`config.mk`:
```
export PLATFORM = sky130hd
export DESIGN_NAME = mc_sequencer_flat
export DESIGN_NICKNAME = d
export VERILOG_FILES = /design/src/rtl/mc_sequencer_if.sv /design/src/rtl/mc_sequencer.sv /design/src/flat_wrapper.sv
export SDC_FILE = /design/constraint.sdc
export NUM_CORES = 1
export LEC_CHECK = 0
export ABC_AREA = 1
export CORE_UTILIZATION = 40
export DETAILED_ROUTE_END_ITERATION = 12
export PLACE_DENSITY_LB_ADDON = 0.25
export SLEW_MARGIN = 0
export SYNTH_ARGS = -nofsm -noshare
export SYNTH_HDL_FRONTEND = slang
export SYNTH_SLANG_ARGS = --single-unit
```
`constraint.sdc`:
```
create_clock -name clk -period 2.5 [get_ports clk]
set_input_delay 0.75 -clock clk [delete_from_list [all_inputs] [get_ports clk]]
set_output_delay 0.75 -clock clk [all_outputs]
set_load 0.03 [all_outputs]
```
`src/rtl/mc_sequencer_if.sv`:
```
// Sequencer-facing bundle: decoder enables and memory/mul-div handshakes in,
// phase-gated strobes, state and retired count out.
interface mc_sequencer_if #(
  parameter int CNT_W = 32
);
  logic             dec_reg_w;
  logic             dec_dm_r;
  logic             dec_dm_w;
  logic             dec_hi_w;
  logic             dec_lo_w;
  logic             dec_md;
  logic             dec_eret;
  logic             dec_exc;
  logic [4:0]       dec_cause;
  logic             mem_ready;
  logic             md_done;
  logic             irq;

  logic             ir_w;
  logic             pc_w;
  logic [1:0]       pc_sel;
  logic             reg_w;
  logic             dm_r;
  logic             dm_w;
  logic             hi_w;
  logic             lo_w;
  logic             md_start;
  logic             exc_w;
  logic [4:0]       exc_cause;
  logic [2:0]       state;
  logic [CNT_W-1:0] instret;

  modport master (
    input  dec_reg_w, dec_dm_r, dec_dm_w, dec_hi_w, dec_lo_w, dec_md,
           dec_eret, dec_exc, dec_cause, mem_ready, md_done, irq,
    output ir_w, pc_w, pc_sel, reg_w, dm_r, dm_w, hi_w, lo_w, md_start,
           exc_w, exc_cause, state, instret
  );

  modport slave (
    output dec_reg_w, dec_dm_r, dec_dm_w, dec_hi_w, dec_lo_w, dec_md,
           dec_eret, dec_exc, dec_cause, mem_ready, md_done, irq,
    input  ir_w, pc_w, pc_sel, reg_w, dm_r, dm_w, hi_w, lo_w, md_start,
           exc_w, exc_cause, state, instret
  );
endinterface

```
`src/rtl/mc_sequencer.sv`:
```
// Multi-cycle IF/ID/EX/MEM/WB sequencer with memory/mul-div wait states,
// bus-timeout exception and retired-instruction counter. Optional MC_SEQ_IRQ_EN.
module mc_sequencer #(
  parameter int         MEM_TIMEOUT = 16,
  parameter int         CNT_W       = 32,
  parameter logic [4:0] BUS_CAUSE   = 5'b00111,
  parameter logic [4:0] IRQ_CAUSE   = 5'b00000
) (
  input logic           clk,
  input logic           rst_n,
  mc_sequencer_if.master bus
);

  typedef enum logic [2:0] {
    S_IF  = 3'd0,
    S_ID  = 3'd1,
    S_EX  = 3'd2,
    S_MEM = 3'd3,
    S_WB  = 3'd4,
    S_MDW = 3'd5,
    S_EXC = 3'd6
  } state_t;

  localparam int                WAIT_W    = $clog2(MEM_TIMEOUT);
  localparam logic [WAIT_W-1:0] WAIT_LAST = WAIT_W'(MEM_TIMEOUT - 1);

  state_t             state_q, state_d;
  logic [WAIT_W-1:0]  wait_q, wait_d;
  logic [4:0]         cause_q, cause_d;
  logic [CNT_W-1:0]   instret_q;

  logic       ir_w, pc_w, reg_w, dm_r, dm_w, hi_w, lo_w, md_start, exc_w;
  logic [1:0] pc_sel;

  always_ff @(posedge clk) begin
    if (!rst_n) begin
      state_q   <= S_IF;
      wait_q    <= '0;
      cause_q   <= '0;
      instret_q <= '0;
    end else begin
      state_q <= state_d;
      wait_q  <= wait_d;
      cause_q <= cause_d;
      if (pc_w && (state_q != S_EXC))
        instret_q <= instret_q + CNT_W'(1);
    end
  end

  always_comb begin
    state_d  = state_q;
    wait_d   = wait_q;
    cause_d  = cause_q;
    ir_w     = 1'b0;
    pc_w     = 1'b0;
    pc_sel   = 2'd0;
    reg_w    = 1'b0;
    dm_r     = 1'b0;
    dm_w     = 1'b0;
    hi_w     = 1'b0;
    lo_w     = 1'b0;
    md_start = 1'b0;
    exc_w    = 1'b0;

    case (state_q)
      S_IF: begin
`ifdef MC_SEQ_IRQ_EN
        if (bus.irq) begin
          cause_d = IRQ_CAUSE;
          state_d = S_EXC;
        end else begin
          ir_w    = 1'b1;
          state_d = S_ID;
        end
`else
        ir_w    = 1'b1;
        state_d = S_ID;
`endif
      end

      S_ID: begin
        if (bus.dec_exc) begin
          cause_d = bus.dec_cause;
          state_d = S_EXC;
        end else begin
          state_d = S_EX;
        end
      end

      S_EX: begin
        if (bus.dec_md) begin
          md_start = 1'b1;
          state_d  = S_MDW;
        end else if (bus.dec_dm_r || bus.dec_dm_w) begin
          wait_d  = '0;
          state_d = S_MEM;
        end else if (bus.dec_eret) begin
          pc_w    = 1'b1;
          pc_sel  = 2'd2;
          state_d = S_IF;
        end else if (bus.dec_reg_w) begin
          state_d = S_WB;
        end else begin
          pc_w    = 1'b1;
          hi_w    = bus.dec_hi_w;
          lo_w    = bus.dec_lo_w;
          state_d = S_IF;
        end
      end

      // The request stays up through the final wait cycle; completion on that
      // same cycle still beats the timeout.
      S_MEM: begin
        dm_r = bus.dec_dm_r;
        dm_w = bus.dec_dm_w;
        if (bus.mem_ready) begin
          if (bus.dec_dm_r) begin
            state_d = S_WB;
          end else begin
            pc_w    = 1'b1;
            state_d = S_IF;
          end
        end else if (wait_q == WAIT_LAST) begin
          cause_d = BUS_CAUSE;
          state_d = S_EXC;
        end else begin
          wait_d = wait_q + WAIT_W'(1);
        end
      end

      S_MDW: begin
        if (bus.md_done) begin
          hi_w    = bus.dec_hi_w;
          lo_w    = bus.dec_lo_w;
          pc_w    = 1'b1;
          state_d = S_IF;
        end
      end

      S_WB: begin
        reg_w   = 1'b1;
        pc_w    = 1'b1;
        state_d = S_IF;
      end

      S_EXC: begin
        exc_w   = 1'b1;
        pc_w    = 1'b1;
        pc_sel  = 2'd1;
        state_d = S_IF;
      end

      default: state_d = S_IF;
    endcase
  end

  // Strobes are forced quiet while reset is held, even before the state register clears.
  assign bus.ir_w      = rst_n & ir_w;
  assign bus.pc_w      = rst_n & pc_w;
  assign bus.pc_sel    = rst_n ? pc_sel : 2'd0;
  assign bus.reg_w     = rst_n & reg_w;
  assign bus.dm_r      = rst_n & dm_r;
  assign bus.dm_w      = rst_n & dm_w;
  assign bus.hi_w      = rst_n & hi_w;
  assign bus.lo_w      = rst_n & lo_w;
  assign bus.md_start  = rst_n & md_start;
  assign bus.exc_w     = rst_n & exc_w;
  assign bus.exc_cause = (rst_n && exc_w) ? cause_q : 5'd0;
  assign bus.state     = state_q;
  assign bus.instret   = instret_q;

`ifndef MC_SEQ_IRQ_EN
  logic [5:0] unused_irq;
  assign unused_irq = {bus.irq, IRQ_CAUSE};
`endif

endmodule

```
`src/flat_wrapper.sv`:
```
// flat-port wrapper written by rule: the top's interface ports become plain ports
module mc_sequencer_flat 
#(
  parameter int         MEM_TIMEOUT = 16,
  parameter int         CNT_W       = 32,
  parameter logic [4:0] BUS_CAUSE   = 5'b00111,
  parameter logic [4:0] IRQ_CAUSE   = 5'b00000
)
  (clk, rst_n, bus_dec_reg_w, bus_dec_dm_r, bus_dec_dm_w, bus_dec_hi_w, bus_dec_lo_w, bus_dec_md, bus_dec_eret, bus_dec_exc, bus_dec_cause, bus_mem_ready, bus_md_done, bus_irq, bus_ir_w, bus_pc_w, bus_pc_sel, bus_reg_w, bus_dm_r, bus_dm_w, bus_hi_w, bus_lo_w, bus_md_start, bus_exc_w, bus_exc_cause, bus_state, bus_instret);
  mc_sequencer_if #(.CNT_W(CNT_W)) bus_i ();
  input logic clk;
  input logic rst_n;
  input wire logic [$bits(bus_i.dec_reg_w)-1:0] bus_dec_reg_w;
  input wire logic [$bits(bus_i.dec_dm_r)-1:0] bus_dec_dm_r;
  input wire logic [$bits(bus_i.dec_dm_w)-1:0] bus_dec_dm_w;
  input wire logic [$bits(bus_i.dec_hi_w)-1:0] bus_dec_hi_w;
  input wire logic [$bits(bus_i.dec_lo_w)-1:0] bus_dec_lo_w;
  input wire logic [$bits(bus_i.dec_md)-1:0] bus_dec_md;
  input wire logic [$bits(bus_i.dec_eret)-1:0] bus_dec_eret;
  input wire logic [$bits(bus_i.dec_exc)-1:0] bus_dec_exc;
  input wire logic [$bits(bus_i.dec_cause)-1:0] bus_dec_cause;
  input wire logic [$bits(bus_i.mem_ready)-1:0] bus_mem_ready;
  input wire logic [$bits(bus_i.md_done)-1:0] bus_md_done;
  input wire logic [$bits(bus_i.irq)-1:0] bus_irq;
  output wire logic [$bits(bus_i.ir_w)-1:0] bus_ir_w;
  output wire logic [$bits(bus_i.pc_w)-1:0] bus_pc_w;
  output wire logic [$bits(bus_i.pc_sel)-1:0] bus_pc_sel;
  output wire logic [$bits(bus_i.reg_w)-1:0] bus_reg_w;
  output wire logic [$bits(bus_i.dm_r)-1:0] bus_dm_r;
  output wire logic [$bits(bus_i.dm_w)-1:0] bus_dm_w;
  output wire logic [$bits(bus_i.hi_w)-1:0] bus_hi_w;
  output wire logic [$bits(bus_i.lo_w)-1:0] bus_lo_w;
  output wire logic [$bits(bus_i.md_start)-1:0] bus_md_start;
  output wire logic [$bits(bus_i.exc_w)-1:0] bus_exc_w;
  output wire logic [$bits(bus_i.exc_cause)-1:0] bus_exc_cause;
  output wire logic [$bits(bus_i.state)-1:0] bus_state;
  output wire logic [$bits(bus_i.instret)-1:0] bus_instret;
  assign bus_i.dec_reg_w = bus_dec_reg_w;
  assign bus_i.dec_dm_r = bus_dec_dm_r;
  assign bus_i.dec_dm_w = bus_dec_dm_w;
  assign bus_i.dec_hi_w = bus_dec_hi_w;
  assign bus_i.dec_lo_w = bus_dec_lo_w;
  assign bus_i.dec_md = bus_dec_md;
  assign bus_i.dec_eret = bus_dec_eret;
  assign bus_i.dec_exc = bus_dec_exc;
  assign bus_i.dec_cause = bus_dec_cause;
  assign bus_i.mem_ready = bus_mem_ready;
  assign bus_i.md_done = bus_md_done;
  assign bus_i.irq = bus_irq;
  assign bus_ir_w = bus_i.ir_w;
  assign bus_pc_w = bus_i.pc_w;
  assign bus_pc_sel = bus_i.pc_sel;
  assign bus_reg_w = bus_i.reg_w;
  assign bus_dm_r = bus_i.dm_r;
  assign bus_dm_w = bus_i.dm_w;
  assign bus_hi_w = bus_i.hi_w;
  assign bus_lo_w = bus_i.lo_w;
  assign bus_md_start = bus_i.md_start;
  assign bus_exc_w = bus_i.exc_w;
  assign bus_exc_cause = bus_i.exc_cause;
  assign bus_state = bus_i.state;
  assign bus_instret = bus_i.instret;
  mc_sequencer #(.MEM_TIMEOUT(MEM_TIMEOUT), .CNT_W(CNT_W), .BUS_CAUSE(BUS_CAUSE), .IRQ_CAUSE(IRQ_CAUSE)) u_core (.clk(clk), .rst_n(rst_n), .bus(bus_i));
endmodule
```
Yosys cells after proc, flatten, opt, wreduce, memory -nomap -nowiden

Index checks and enable logic that the tools add are counted.

Memory bits (read-only): 0
Bits in writable memories: 0
Input port bits: 18
Latch bits: 0
Memories: 0
Output and inout port bits: 51
Flip-flop bits (word level): 44
Logic and storage cells: 93

Bitwise logic cells: 9
Reductions and logical operators: 10
Muxes and demuxes: 52
Equality and inequality tests: 16
Div/mod/pow operators: 0
Order comparisons: 0
Shift-type cells: 0
$mul: 0
$add $sub $neg: 2

Operators with widths:

| operator              | count |
|---|---|
| $add 32x1->32 const B | 1 |
| $mux 3                | 9 |
| $mux 1                | 24 |
| $mux 5                | 4 |
| $mux 4                | 4 |
| $pmux 3 s5            | 1 |
| $ne 2x2->1 const B    | 5 |
| $pmux 5 s2            | 1 |
| $and 1x1->1           | 9 |
| $eq 3x3->1 const B    | 3 |
| $mux 2                | 4 |
| $pmux 4 s2            | 1 |
| $eq 3x2->1 const B    | 2 |
| $reduce_and 5->1      | 1 |
| $add 4x1->4 const B   | 1 |
| $eq 4x4->1 const B    | 1 |
| $ne 2x1->1 const B    | 2 |
| $pmux 1 s2            | 2 |
| $pmux 1 s4            | 1 |
| $pmux 2 s2            | 1 |
| $reduce_and 4->1      | 1 |
| $reduce_bool 2->1     | 2 |
| $eq 3x1->1 const B    | 1 |
| $logic_not 3->1       | 1 |
| other kinds (6)       | 7 |

Depth between registers and ports, before layout

Depth in word-level cells: 6
Mapped depth: 10
Depth with buffers taken out: 10

Worst setup path after synthesis

No wires, ideal clock.

Path kind: reg2out
Start point: reg u_core.state_q[1] (netlist: u_core.bus.state[1])
End point: out bus_exc_cause[0]
Path buffers: 2
Required time: 1750 ps
Arrival: 2156 ps
Setup slack: -406 ps
Stages on the path, launching flop included: 7
Cells stage by stage: dfxtp_1 -> buf_4 -> nand3_2 -> buf_2 -> nor2_1 -> inv_1 -> nor2_1

Longest elaborated chain between the ends: 4

RTL lines:

| element                  | RTL line            | RTL |
|---|---|---|
| start: declaration       | mc_sequencer.sv:27  | `state_t state_q, state_d;` |
| start signal: assignment | mc_sequencer.sv:42  | `state_q <= state_d;` |
| $eq 3x3->1               | mc_sequencer.sv:65  | `case (state_q)` |
| $mux 1                   | mc_sequencer.sv:65  |  |
| $logic_and 1x1->1        | mc_sequencer.sv:168 | `assign bus.exc_cause = (rst_n && exc_w) ? cause_q : 5'd0;` |
| $mux 5                   | mc_sequencer.sv:168 |  |
| end: declaration         | flat_wrapper.sv:35  | `output wire logic [$bits(bus_i.exc_cause)-1:0] bus_exc_cause;` |

No other way between the ends.

Worst setup path in the final report

Start point: in bus_dec_md
End point: out bus_pc_w

Longest elaborated chain between the ends: 3

RTL lines:

| element            | RTL line            | RTL |
|---|---|---|
| start: declaration | flat_wrapper.sv:18  | `input wire logic [$bits(bus_i.dec_md)-1:0] bus_dec_md;` |
| $mux 1             | mc_sequencer.sv:91  | `if (bus.dec_md) begin` |
| $pmux 1 s4         | mc_sequencer.sv:65  |  |
| $and 1x1->1        | mc_sequencer.sv:159 | `assign bus.pc_w = rst_n & pc_w;` |
| end: declaration   | flat_wrapper.sv:26  | `output wire logic [$bits(bus_i.pc_w)-1:0] bus_pc_w;` |

No other way between the ends.

==> qor.txt <==
Outcome = complete, no violations
Worst Hold Path Cells = 2
# diodes = 0
Synth Warn # = 0
Slowest CP cell = dlygate4sd2_1
Seq cells post-synth = 44
Syn nets = 485
Sum Neg Setup Slack = 0 ns
Hold Path Class = reg2reg
Synth-to-Final Area Change = 39.1%
Final Max Tran Viols = 0
Max-slew headroom = 71.2%
Residual DRC = 0
Leak Pwr = 0.00152 uW
Min Tclk post-route = 2.43 ns
Fmax = 0.412 GHz
Wire per inst = 12.1 um
Via Count = 3187
Gr ovfl total = 0
IO Pins = 69
Crit path launch type = input port
Total die area = 7390 um^2
Seq pwr share = 40.2%
Tot GR Track Use = 21.9%
Final net count = 576
Clock Path Buffers = 2
Initial antenna violation count = 0
Hold Violations, Final = 0
CP Depth = 7
PwrDens = 562 nW/um^2
GP Congestion = 0.891
Worst slew pin tran = 0.431 ns
Most frequent cells in the layout = nand2_1, nor2_1, clkdlybuf4s50_1
Clk pwr share = 21.4%
Die Ht = 86.0 um
Core Box Area = 6790 um^2
Critical path's top delay family = buffers and inverters
Dpl hpwl = 5.84 mm
Post-DP Area = 3730 um^2
Setup ws final = 0.0731 ns
Design Area, Final = 3920 um^2
RSZ-0062 raised after global routing = no
Commonest non-fill, non-tap cell in the layout = nand2_1
Cell Chain, Critical Path = dlygate4sd2_1 -> inv_2 -> nand3_1 -> nor2_4 -> nor2_4 -> nor2_2 -> buf_6
CTS tree = built
CTS Buf Count = 5
Combinational share of power = 38.5%
Final ANT Viol Nets = 0
Netlist cell types = 33
Buf/Inv on CP = 3
Largest net degree at the start of global routing = 26
Fin crit share = 97.1%
DR vias/cell = 4.88
CTS clk-pin slew, worst paths = 0.08 ns
# port buffers = 67
Worst slack, placed = -0.428 ns
Switch Pwr = 874 uW
Max incr delay on CP = 0.29 ns
Worst Hold Slack = 0.469 ns
Post-Syn Instances = 465
Die X = 86.0 um
Power Internal = 1330 uW
Number of setup violations in the final report = 0
Skew-Pair Late Insertion Delay = 0.30 ns
Share of layout cells above drive strength 1 = 16.7%
CTS H-Tree Depth = 2
Data arrival at the endpoint of the critical path = 1.68 ns
Maximum vdd drop = 0.000307 V
Worst EP required = 1.75 ns
Crit Path Class = in2out
DRT Wirelength = 7.89 mm
Max-cap violations = 0
Mean Syn Cell Area = 6.06 um^2
Setup crit end kind = primary output
CTS Sinks = 44
First-pass GRT wire length = 12.9 mm
Starting Density = 41.5%
Vias in the first global route = 2867
Sequential-to-total area share from yosys stat = 31.2%
Clk root buf = clkbuf_8
Switch share = 39.7%
Row cnt = 30
Worst Skew = 0.00782 ns
TritonRoute pass-1 iters = 5
Hold buffers post-CTS = 0
Crit Path Max Fanout = 3
CP most frequent cell = nor2_4
Initial DRC Count = 155
Reg2reg path depth = 10
Synthesized area = 2820 um^2
-- Yosys cell counts --
cell type,number,share of area [%]
xnor2_1,4,1.2
nor2_4,3,1.2
o211ai_1,1,0.27
inv_1,45,6.0
nand2_1,131,17
a31oi_1,4,0.89
dfxtp_1,44,31
nor3b_1,2,0.53
clkbuf_1,5,0.67
buf_6,2,0.80
nand3_2,2,0.71
ha_1,2,0.89
and3_1,1,0.22
a21boi_0,1,0.27
clkinv_1,1,0.13
o21ai_0,17,3.0
nand3_4,1,0.62
nor2_1,105,14
nand2_2,2,0.44
a21oi_1,21,3.7
nor3_1,8,1.4
inv_2,2,0.27
nand2_4,2,0.80
nor2_2,3,0.67
nand4_1,9,2.0
a21oi_2,2,0.62
nor2_8,1,0.71
nand3_1,30,5.3
nand3b_1,3,0.80
buf_2,1,0.18
xor2_1,7,2.2
buf_4,2,0.53
o22ai_1,1,0.22
-- flip-flops by register name, summed over array words and instances (netlist names) --
| name | flops |
|---|---|
| u_core.bus.instret | 32 |
| u_core.bus.state | 3 |
| u_core.cause_q | 5 |
| u_core.wait_q | 4 |
-- final timing paths --
path	from	to	slack (ns)
max	bus_dec_md	bus_pc_w	0.07
min	u_core.cause_q[4]	u_core.cause_q[4]	0.47
max reg2reg	u_core.bus.instret[0]	u_core.bus.instret[14]	0.60
min reg2reg	u_core.cause_q[4]	u_core.cause_q[4]	0.47
-- power groups by stage --
stage	Combinational [uW]	Clock (uW)	Sequential [uW]
2_1_floorplan	424	0	995
3_3_place_gp	819	0	895
3_5_place_dp	828	0	897
4_1_cts	848	481	882
5_1_grt	916	512	899
6_report	848	471	885
-- stage by stage --
| stage | utilization (%) | std cells | total power (uW) |
|---|---|---|---|
| 2_1_floorplan | - | 465 | 1420 |
| 6_report | 57.7 | 653 | 2200 |
| 4_1_cts | 57.5 | 652 | 2210 |
| 3_5_place_dp | 55.0 | 641 | 1730 |
| 5_1_grt | 57.7 | 653 | 2330 |
| 3_3_place_gp | 55.0 | 641 | 1710 |
-- final cells by class --
class,count,area (um^2)
clock buffers,6,82.6
clock inverters,2,10.0
fillers,638,2870
inverters,48,185
multi-input cells,363,1800
flip-flops and latches,44,883
well taps,96,120
repair buffers,94,842
-- cell families (layout without fill, tap and decap cells) --
logic type,after synthesis,in the layout,share of synthesized area [%]
AOI/OAI and AO/OA,47,47,9.01
and+or+nand+nor,303,303,46.9
buffers and inverters,58,150,8.57
xor gates and xnor gates,11,11,3.42
adders and majority gates,2,2,0.888
DFF,44,44,31.2
-- tightest hold or removal path, stage by stage, from the launching register on --
cell and delay, ns:
dfxtp_1 0.32, nand2_1 0.06, a21oi_1 0.05
-- routing by layer --
metal	track usage, %	vias to the layer above	part of all wire [%]
li1	-	1650	-
met1	27.7	1416	45
met2	38.6	114	47
met3	3.75	7	6.6
met4	5.45	0	0.82
met5	0	-	0
-- what timing repair did --
action,4_1_cts,5_1_grt
pin swaps,11,9
hold endpoints to repair,0,0
setup endpoints to repair,16,8
cloned,0,0
resized for setup,36,7
buffers inserted,3,1
(Power assumes the default switching activity.)
